==> config.mk <==
export PLATFORM = sky130hd
export DESIGN_NAME = bird_motion
export DESIGN_NICKNAME = d
export VERILOG_FILES = /design/src/rtl/bird_motion.sv
export SDC_FILE = /design/constraint.sdc
export NUM_CORES = 1
export LEC_CHECK = 0
export ABC_AREA = 1
export ABC_CLOCK_PERIOD_IN_PS = 2200
export CAP_MARGIN = 20
export CORE_MARGIN = 2
export CORE_UTILIZATION = 53
export DETAILED_ROUTE_END_ITERATION = 16
export PLACE_DENSITY = 0.76
export SYNTH_ARGS = -nofsm -noshare
export SYNTH_HDL_FRONTEND = slang
export SYNTH_SLANG_ARGS = --single-unit
==> constraint.sdc <==
create_clock -name clk -period 2.2 [get_ports clk]
set_clock_uncertainty 0.15 [all_clocks]
set_input_delay 0.33 -clock clk [delete_from_list [all_inputs] [get_ports clk]]
set_output_delay 0.33 -clock clk [all_outputs]
set_load 0.01 [all_outputs]
==> src/rtl/bird_motion.sv <==
// Vertical-motion engine for the bird: gravity on a divided tick, timed lift after a flap, floor impact.
// Optional: define BIRD_CEILING_CRASH_EN to make a rising tick at the top row a crash instead of a clamp.
module bird_motion #(
    parameter int ROWS       = 16,
    parameter int TICK_DIV   = 25000000,
    parameter int RISE_TICKS = 2,
    parameter int START_ROW  = 8
) (
    input  logic                      clk,
    input  logic                      reset,
    input  logic                      enable,
    input  logic                      flap,
    output logic [$clog2(ROWS)-1:0]   bird_row,
    output logic [ROWS-1:0]           bird_onehot,
    output logic                      crashed,
    output logic                      tick
);

    localparam int ROW_W  = $clog2(ROWS);
    localparam int CNT_W  = $clog2(TICK_DIV);
    localparam int RISE_W = $clog2(RISE_TICKS + 1);

    localparam logic [ROW_W-1:0]  ROW_START = ROW_W'(START_ROW);
    localparam logic [ROW_W-1:0]  ROW_TOP   = ROW_W'(ROWS - 1);
    localparam logic [CNT_W-1:0]  CNT_LAST  = CNT_W'(TICK_DIV - 1);
    localparam logic [RISE_W-1:0] RISE_LOAD = RISE_W'(RISE_TICKS);

    typedef enum logic [1:0] {IDLE, FALL, RISE, CRASH} state_t;

    state_t             state_q, state_d;
    logic [ROW_W-1:0]   row_d;
    logic [CNT_W-1:0]   cnt_q, cnt_d;
    logic [RISE_W-1:0]  rise_q, rise_d;
    logic               tick_d;
    logic               tick_due;

    assign tick_due = (cnt_q == CNT_LAST);

    always_comb begin
        // NOTE: every signal gets a default before any branch so no path leaves it unassigned (no latch).
        state_d = state_q;
        row_d   = bird_row;
        cnt_d   = cnt_q;
        rise_d  = rise_q;
        tick_d  = 1'b0;

        if (!enable) begin
            state_d = IDLE;
            row_d   = ROW_START;
            cnt_d   = '0;
            rise_d  = '0;
        end else begin
            case (state_q)
                IDLE: begin
                    state_d = FALL;
                    row_d   = ROW_START;
                    cnt_d   = '0;
                    rise_d  = '0;
                end
                FALL, RISE: begin
                    if (flap) begin
                        // A flap restarts the tick period, so a coincident tick neither moves nor pulses.
                        state_d = RISE;
                        rise_d  = RISE_LOAD;
                        cnt_d   = '0;
                    end else if (tick_due) begin
                        cnt_d  = '0;
                        tick_d = 1'b1;
                        if (state_q == FALL) begin
                            if (bird_row == '0) begin
                                state_d = CRASH;
                            end else begin
                                row_d = bird_row - ROW_W'(1);
                            end
                        end else begin
`ifdef BIRD_CEILING_CRASH_EN
                            if (bird_row == ROW_TOP) begin
                                state_d = CRASH;
                                rise_d  = '0;
                            end else begin
                                row_d  = bird_row + ROW_W'(1);
                                rise_d = rise_q - RISE_W'(1);
                                if (rise_q == RISE_W'(1)) state_d = FALL;
                            end
`else
                            if (bird_row != ROW_TOP) row_d = bird_row + ROW_W'(1);
                            rise_d = rise_q - RISE_W'(1);
                            if (rise_q == RISE_W'(1)) state_d = FALL;
`endif
                        end
                    end else begin
                        cnt_d = cnt_q + CNT_W'(1);
                    end
                end
                CRASH: begin
                    cnt_d  = '0;
                    rise_d = '0;
                end
                default: begin
                    state_d = IDLE;
                    row_d   = ROW_START;
                    cnt_d   = '0;
                    rise_d  = '0;
                end
            endcase
        end
    end

    always_ff @(posedge clk or posedge reset) begin
        if (reset) begin
            state_q     <= IDLE;
            bird_row    <= ROW_START;
            bird_onehot <= ROWS'(1) << ROW_START;
            crashed     <= 1'b0;
            tick        <= 1'b0;
            cnt_q       <= '0;
            rise_q      <= '0;
        end else begin
            // NOTE: non-blocking so every register samples the pre-edge values computed above.
            state_q     <= state_d;
            bird_row    <= row_d;
            bird_onehot <= ROWS'(1) << row_d;
            crashed     <= (state_d == CRASH);
            tick        <= tick_d;
            cnt_q       <= cnt_d;
            rise_q      <= rise_d;
        end
    end

endmodule

**After elaboration in Yosys (flattened, before gate mapping)**

Cells that the tools add are included.
Widths: inputs -> output; s select.

- Shift-type cells: 1
- Eq/ne operators: 9
- Multiply operators: 0
- Divide/modulo/power cells: 0
- Add/subtract/negate cells: 4
- $lt $le $gt $ge: 0
- Bitwise gates (word level): 0
- Reduce and logical (&&, ||, !) cells: 5
- Mux-type cells: 27

Operators with widths:

| operator | count |
|---|---|
| $mux 25 | 3 |
| $pmux 25 s2 | 1 |
| $add 25x1->25 const B | 1 |
| $eq 25x25->1 const B | 1 |
| $mux 4 | 6 |
| $mux 2 | 10 |
| $shl 1x4->16 const A | 1 |
| $ne 4x4->1 const B | 3 |
| $pmux 2 s2 | 2 |
| $pmux 4 s2 | 1 |
| $eq 2x2->1 const B | 3 |
| $add 4x1->4 const B | 1 |
| $eq 2x1->1 const B | 2 |
| $logic_not 4->1 | 1 |
| $mux 1 | 4 |
| $reduce_or 2->1 | 2 |
| $sub 4x1->4 const B | 1 |
| $logic_not 2->1 | 1 |
| $reduce_and 2->1 | 1 |
| $sub 2x1->2 const B | 1 |

- Latch bits: 0
- Input bits: 4
- Register bits after elaboration: 51
- Memories: 0
- Memory bits (writable): 0
- Memory bits (read-only): 0

**Logic depth before layout (Yosys ltp)**

- Word-level depth: 8
- Gate-level depth with buffers: 13
- Gate-level depth less buffers: 13

**Worst setup path after synthesis**

OpenSTA, ideal clock, no wires.

- Kind: flip-flop to flip-flop
- Start point: reg bird_row[0]
- End point: reg bird_onehot[13]
- Slack: 335 ps
- Library setup time: 130 ps
- Data arrival time: 1586 ps
- Stages on the path, launching flop included: 11
- Period minus slack after synthesis: 1865 ps
- Data required time: 1920 ps
- Path through: dfrtp_1 > inv_1 > ha_1 > nand2_1 > nand2_1 > a21oi_1 > nand4_1 > nand3_4 > inv_2 > nand3_1 > nor2_1

- Cells in the longest elaborated chain, start to end: 8

RTL lines:

| element | line | source |
|---|---|---|
| from (decl) | 13 | `output logic [$clog2(ROWS)-1:0] bird_row,` |
| from (signal assigned) | 121 | `bird_row <= row_d;` |
| $add 4x1->4, or another cell as far along | 86 | `if (bird_row != ROW_TOP) row_d = bird_row + ROW_W'(1);` |
| $mux 4 (on tied branches) | 86, 70 |  |
| $mux 4 | 69 | `if (state_q == FALL) begin` |
| $mux 4 | 66 | `end else if (tick_due) begin` |
| $mux 4 | 61 | `if (flap) begin` |
| $pmux 4 s2 * | 53 | `case (state_q)` |
| $mux 4 * | 47 | `if (!enable) begin` |
| named net row_d[0] | 31 | `logic [ROW_W-1:0] row_d;` |
| $shl 1x4->16 * | 122 | `bird_onehot <= ROWS'(1) << row_d;` |
| to (signal assigned) | 113 | `bird_onehot <= ROWS'(1) << ROW_START;` |
| to (signal assigned) | 122 |  |
| to (decl) | 14 | `output logic [ROWS-1:0] bird_onehot,` |

The timed path passes the listed nets; every way through them passes the cells marked *.
A chain may end at the register's enable or synchronous reset.

**Worst setup path after layout**

- Start point: reg cnt_q[0]
- End point: reg cnt_q[24]

- Cells in the longest elaborated chain, start to end: 5

RTL lines:

| element | line | source |
|---|---|---|
| from (decl) | 32 | `logic [CNT_W-1:0] cnt_q, cnt_d;` |
| from (signal assigned) | 125 | `cnt_q <= cnt_d;` |
| $add 25x1->25 / $eq 25x25->1 (equally long branches) | 92, 37 |  |
| $mux 25 * | 66 |  |
| $mux 25 * | 61 |  |
| $pmux 25 s2 * | 53 |  |
| $mux 25 * | 47 |  |
| named net cnt_d[24] | 32 |  |

Marks and branches as above.

==> flow_metrics.env <==
export IMPL_run_status="complete, no violations"
export IMPL_min_delay_path_class="primary input to async pin"
export IMPL_layout_filler_cells=480
export IMPL_clock_sink_count=51
export IMPL_clock_tree_from_tritoncts="built"
export IMPL_vdd_ir_drop_max_mv=0.3514
export IMPL_synth_flop_cell="sky130_fd_sc_hd__dfrtp_1"
export IMPL_multi_input_area_mm2=0.001506
export IMPL_setup_viol=0
export IMPL_timing_critical_path_from_type="flop"
export IMPL_chipWidth_um=78.25
export IMPL_via_count_of_the_first_global_routing_pass=2510
export IMPL_hpwl_um=4735
export IMPL_net_count_after_synthesis=395
export IMPL_combinationalPowerShare=0.165
export IMPL_critical_path_class="flop to flop"
export IMPL_critPathMostFrequentCell="sky130_fd_sc_hd__nand2_1"
export IMPL_asyncSetResetFlopFracSynth=1.000
export IMPL_maximum_number_of_pins_on_one_net_before_global_route_repair=33
export IMPL_power_switching_share=0.2924
export IMPL_worst_path_required_time_ns=2.24
export IMPL_skew_pair_late_insertion_delay_ns=0.31
export IMPL_crit_reg2reg_capture="cnt_q[24]"
export IMPL_initial_utilization=0.5405
export IMPL_grt_antenna_before_repair=0
export IMPL_cp_cell_sequence="ha_2 > nand2_1 > nor2_2 > nand3_1 > nor2_1 > inv_1 > nor3_4 > nand2_1 > nor2_2 > nand3_1 > nand2_1 > nor2_1"
export IMPL_grt_first_pass_wirelength_um=11420
export IMPL_cts_htree_levels=2
export IMPL_slew_headroom=0.7125
export IMPL_die_area_mm2=0.006122
export IMPL_final_period_utilization=0.9471
export IMPL_area_after_dpl_mm2=0.003306
export IMPL_drt_first_pass_iters=4
export IMPL_hold_buffers=0
export IMPL_cts_path_max_buffers=2
export IMPL_globalRoute_totalOverflow=0
export IMPL_clkTransAtPathRegs_ns=0.10
export IMPL_power_density_mw_per_mm2=520.1
export IMPL_rr_worst_depth=12
export IMPL_finish_net_count=437
export IMPL_power_sequential_fraction=0.539
export IMPL_n_antenna_cell=0
export IMPL_count_of_unresolved_drc_violations_after_routing=0
export IMPL_max_cap_violations=0
export IMPL_gr_usage_all_layers=0.2317
export IMPL_total_switching_power_w=0.0005349
export IMPL_largest_stage_delay_on_the_critical_path_ns=0.40
export IMPL_core_mm2=0.005405
export IMPL_vertical_die_dimension_um=78.25
export IMPL_via_count=2626
export IMPL_yosys_warnings=0
export IMPL_edff_count_synth=0
export IMPL_netlist_cell_types=34
export IMPL_capturing_instance_or_port_of_the_critical_path="cnt_q[24]"
export IMPL_timing_critical_path_arrival_ns=2.13
export IMPL_fin_hold_ws_ns=0.1880
export IMPL_synth_seq_area_share=0.4377
export IMPL_remaining_antenna_violation_count=0
export IMPL_reg2reg_slack_ns=0.12
export IMPL_wl_per_cell_um=13.32
export IMPL_std_cell_rows=27
export IMPL_critical_path_slowest_cell="sky130_fd_sc_hd__dfrtp_1"
export IMPL_synth_cell_area_mm2=0.002922
export IMPL_post_route_cell_area_mm2=0.003517
export IMPL_drt_iter0_drc=151
export IMPL_timing_final_max_slew_violations=0
export IMPL_crit_path_start="cnt_q[0]"
export IMPL_total_leakage_power_nw=1.538
export IMPL_cts_buffers_inserted=5
export IMPL_final_min_clock_period_ns=2.084
export IMPL_per_instance_average_area_after_synthesis_um2=7.628
export IMPL_floorplan_io_pins=26
export IMPL_seqCellArea_mm2=0.001280
export IMPL_critPathMaxFanout=4
export IMPL_totalWireLength_um=6634
export IMPL_max_clock_freq_ghz=0.4799
export IMPL_power_report_internal_total_w=0.001294
export IMPL_critPathCaptureType="flop"
export IMPL_avgViaCountPerCell=5.273
export IMPL_worst_slew_pin_slew_ns=0.4306
export IMPL_port_buffers=25
export IMPL_timing_rr_start="cnt_q[0]"
export IMPL_layout_drive_gt1_share=0.1667
export IMPL_syn2layout_area_growth_pct=20.39
export IMPL_ys_seq_elements=51
export IMPL_cts_root_buf="sky130_fd_sc_hd__clkbuf_8"
export IMPL_place_congestion=0.9195
export IMPL_total_power_w=0.001829
export IMPL_synthesis_instances=383
export IMPL_setup_repair_after_global_routing_missed_its_margin="yes"
export IMPL_final_hold_violation_count=0
export IMPL_power_share_clock=0.296
-- Yosys cell counts (all sizes together), types with 2 or more instances --
cell type / number / share of area
a211oi: 2 / 0.0051
a21oi: 17 / 0.038
buf: 3 / 0.0060
dfrtp: 49 / 0.42
dfstp: 2 / 0.018
ha: 8 / 0.034
inv: 50 / 0.064
nand2: 83 / 0.11
nand3: 42 / 0.083
nand3b: 2 / 0.0051
nand4: 6 / 0.013
nor2: 77 / 0.11
nor3: 18 / 0.040
o21ai: 13 / 0.024
xnor2: 2 / 0.0060
xor2: 4 / 0.012
-- power by group through the flow --
stage | sequential, W | combinational (W) | clock [W]
2_1_floorplan | 0.000996 | 0.000187 | 0
3_3_place_gp | 0.00100 | 0.000265 | 0
3_5_place_dp | 0.00100 | 0.000268 | 0
6_report | 0.000986 | 0.000303 | 0.000541
4_1_cts | 0.000983 | 0.000279 | 0.000561
5_1_grt | 0.000989 | 0.000341 | 0.000595
-- final cells by class --
class,count,area share
Timing Repair Buffer,38,0.1025
Sequential cell,51,0.3639
Tap cell,72,0.02561
Inverter,50,0.05443
Clock inverter,3,0.005692
Multi-Input combinational cell,279,0.4283
Clock buffer,5,0.01957
-- how the worst min path moves through the flow --
stage                      endpoint  depth (start not counted)  slack [ns]     start
floorplan                  cnt_q[0]                          1        0.30  cnt_q[0]
global placement           cnt_q[0]                          1        0.32  cnt_q[0]
detailed placement         cnt_q[0]                          1        0.33  cnt_q[0]
CTS                  bird_onehot[6]                          2        0.20     reset
global route         bird_onehot[2]                          2        0.22     reset
finish              bird_onehot[14]                          2        0.19     reset
-- registers in the layout (all words and copies together) (netlist names) --
signal / count
bird_onehot: 16
crashed: 1
cnt_q: 25
state_q: 2
rise_q: 2
tick: 1
bird_row: 4
-- logic make-up (layout without fill, tap and decap cells) --
kind of cell / after synthesis / after routing / share of synthesized area
AO/OA/AOI/OAI: 34 / 35 / 0.07152
XOR/XNOR: 6 / 6 / 0.01799
adder cells (fa/ha/maj): 8 / 8 / 0.03426
buffers and inverters: 54 / 96 / 0.07152
flip-flops: 51 / 51 / 0.4377
AND/OR/NAND/NOR: 230 / 230 / 0.3670
-- worst max-delay path: cells and delay by family (launching register included) --
family / cells / cell delay, ns
adder cells (fa/ha/maj): 1 / 0.23
buffers and inverters: 1 / 0.10
flip-flops: 1 / 0.40
AND/OR/NAND/NOR: 10 / 1.09
-- layout by cell type, fill, tap and decap left out, drive strengths merged --
| cell type | n |
|---|---|
| a211oi | 2 |
| a21oi | 18 |
| a31oi | 1 |
| buf | 13 |
| clkbuf | 5 |
| clkdlybuf4s50 | 25 |
| clkinv | 1 |
| clkinvlp | 3 |
| dfrtp | 49 |
| dfstp | 2 |
| ha | 8 |
| inv | 49 |
| nand2 | 83 |
| nand3 | 42 |
| nand3b | 2 |
| nand4 | 6 |
| nor2 | 77 |
| nor3 | 18 |
| nor3b | 1 |
| nor4 | 1 |
| o21ai | 13 |
| o31ai | 1 |
| xnor2 | 2 |
| xor2 | 4 |
-- timing repair --
item / CTS / global route
cloned: 0 / 1
setup buffers: 4 / 2
pin swaps: 0 / 3
setup endpoints to repair: 2 / 36
gates resized for setup: 1 / 21
-- through the flow --
step	utilization	std cells	setup slack, ns	setup TNS [ns]
3_3_place_gp	0.6116	483	0.01505	0
6_report	0.6507	498	0.1164	0
2_1_floorplan	-	383	0.3345	0
5_1_grt	0.6507	498	-0.02526	-0.08934
3_5_place_dp	0.6116	483	-0.01274	-0.01274
4_1_cts	0.6343	495	0.08089	0
-- metal layers --
| metal | routed length (um) | global-route usage |
|---|---|---|
| met1 | 3167 | 0.3303 |
| met2 | 3116 | 0.3690 |
| met3 | 284 | 0.04253 |
| met4 | 65 | 0.05614 |
| met5 | 0 | 0 |
Power figures use the tool's default switching activity.
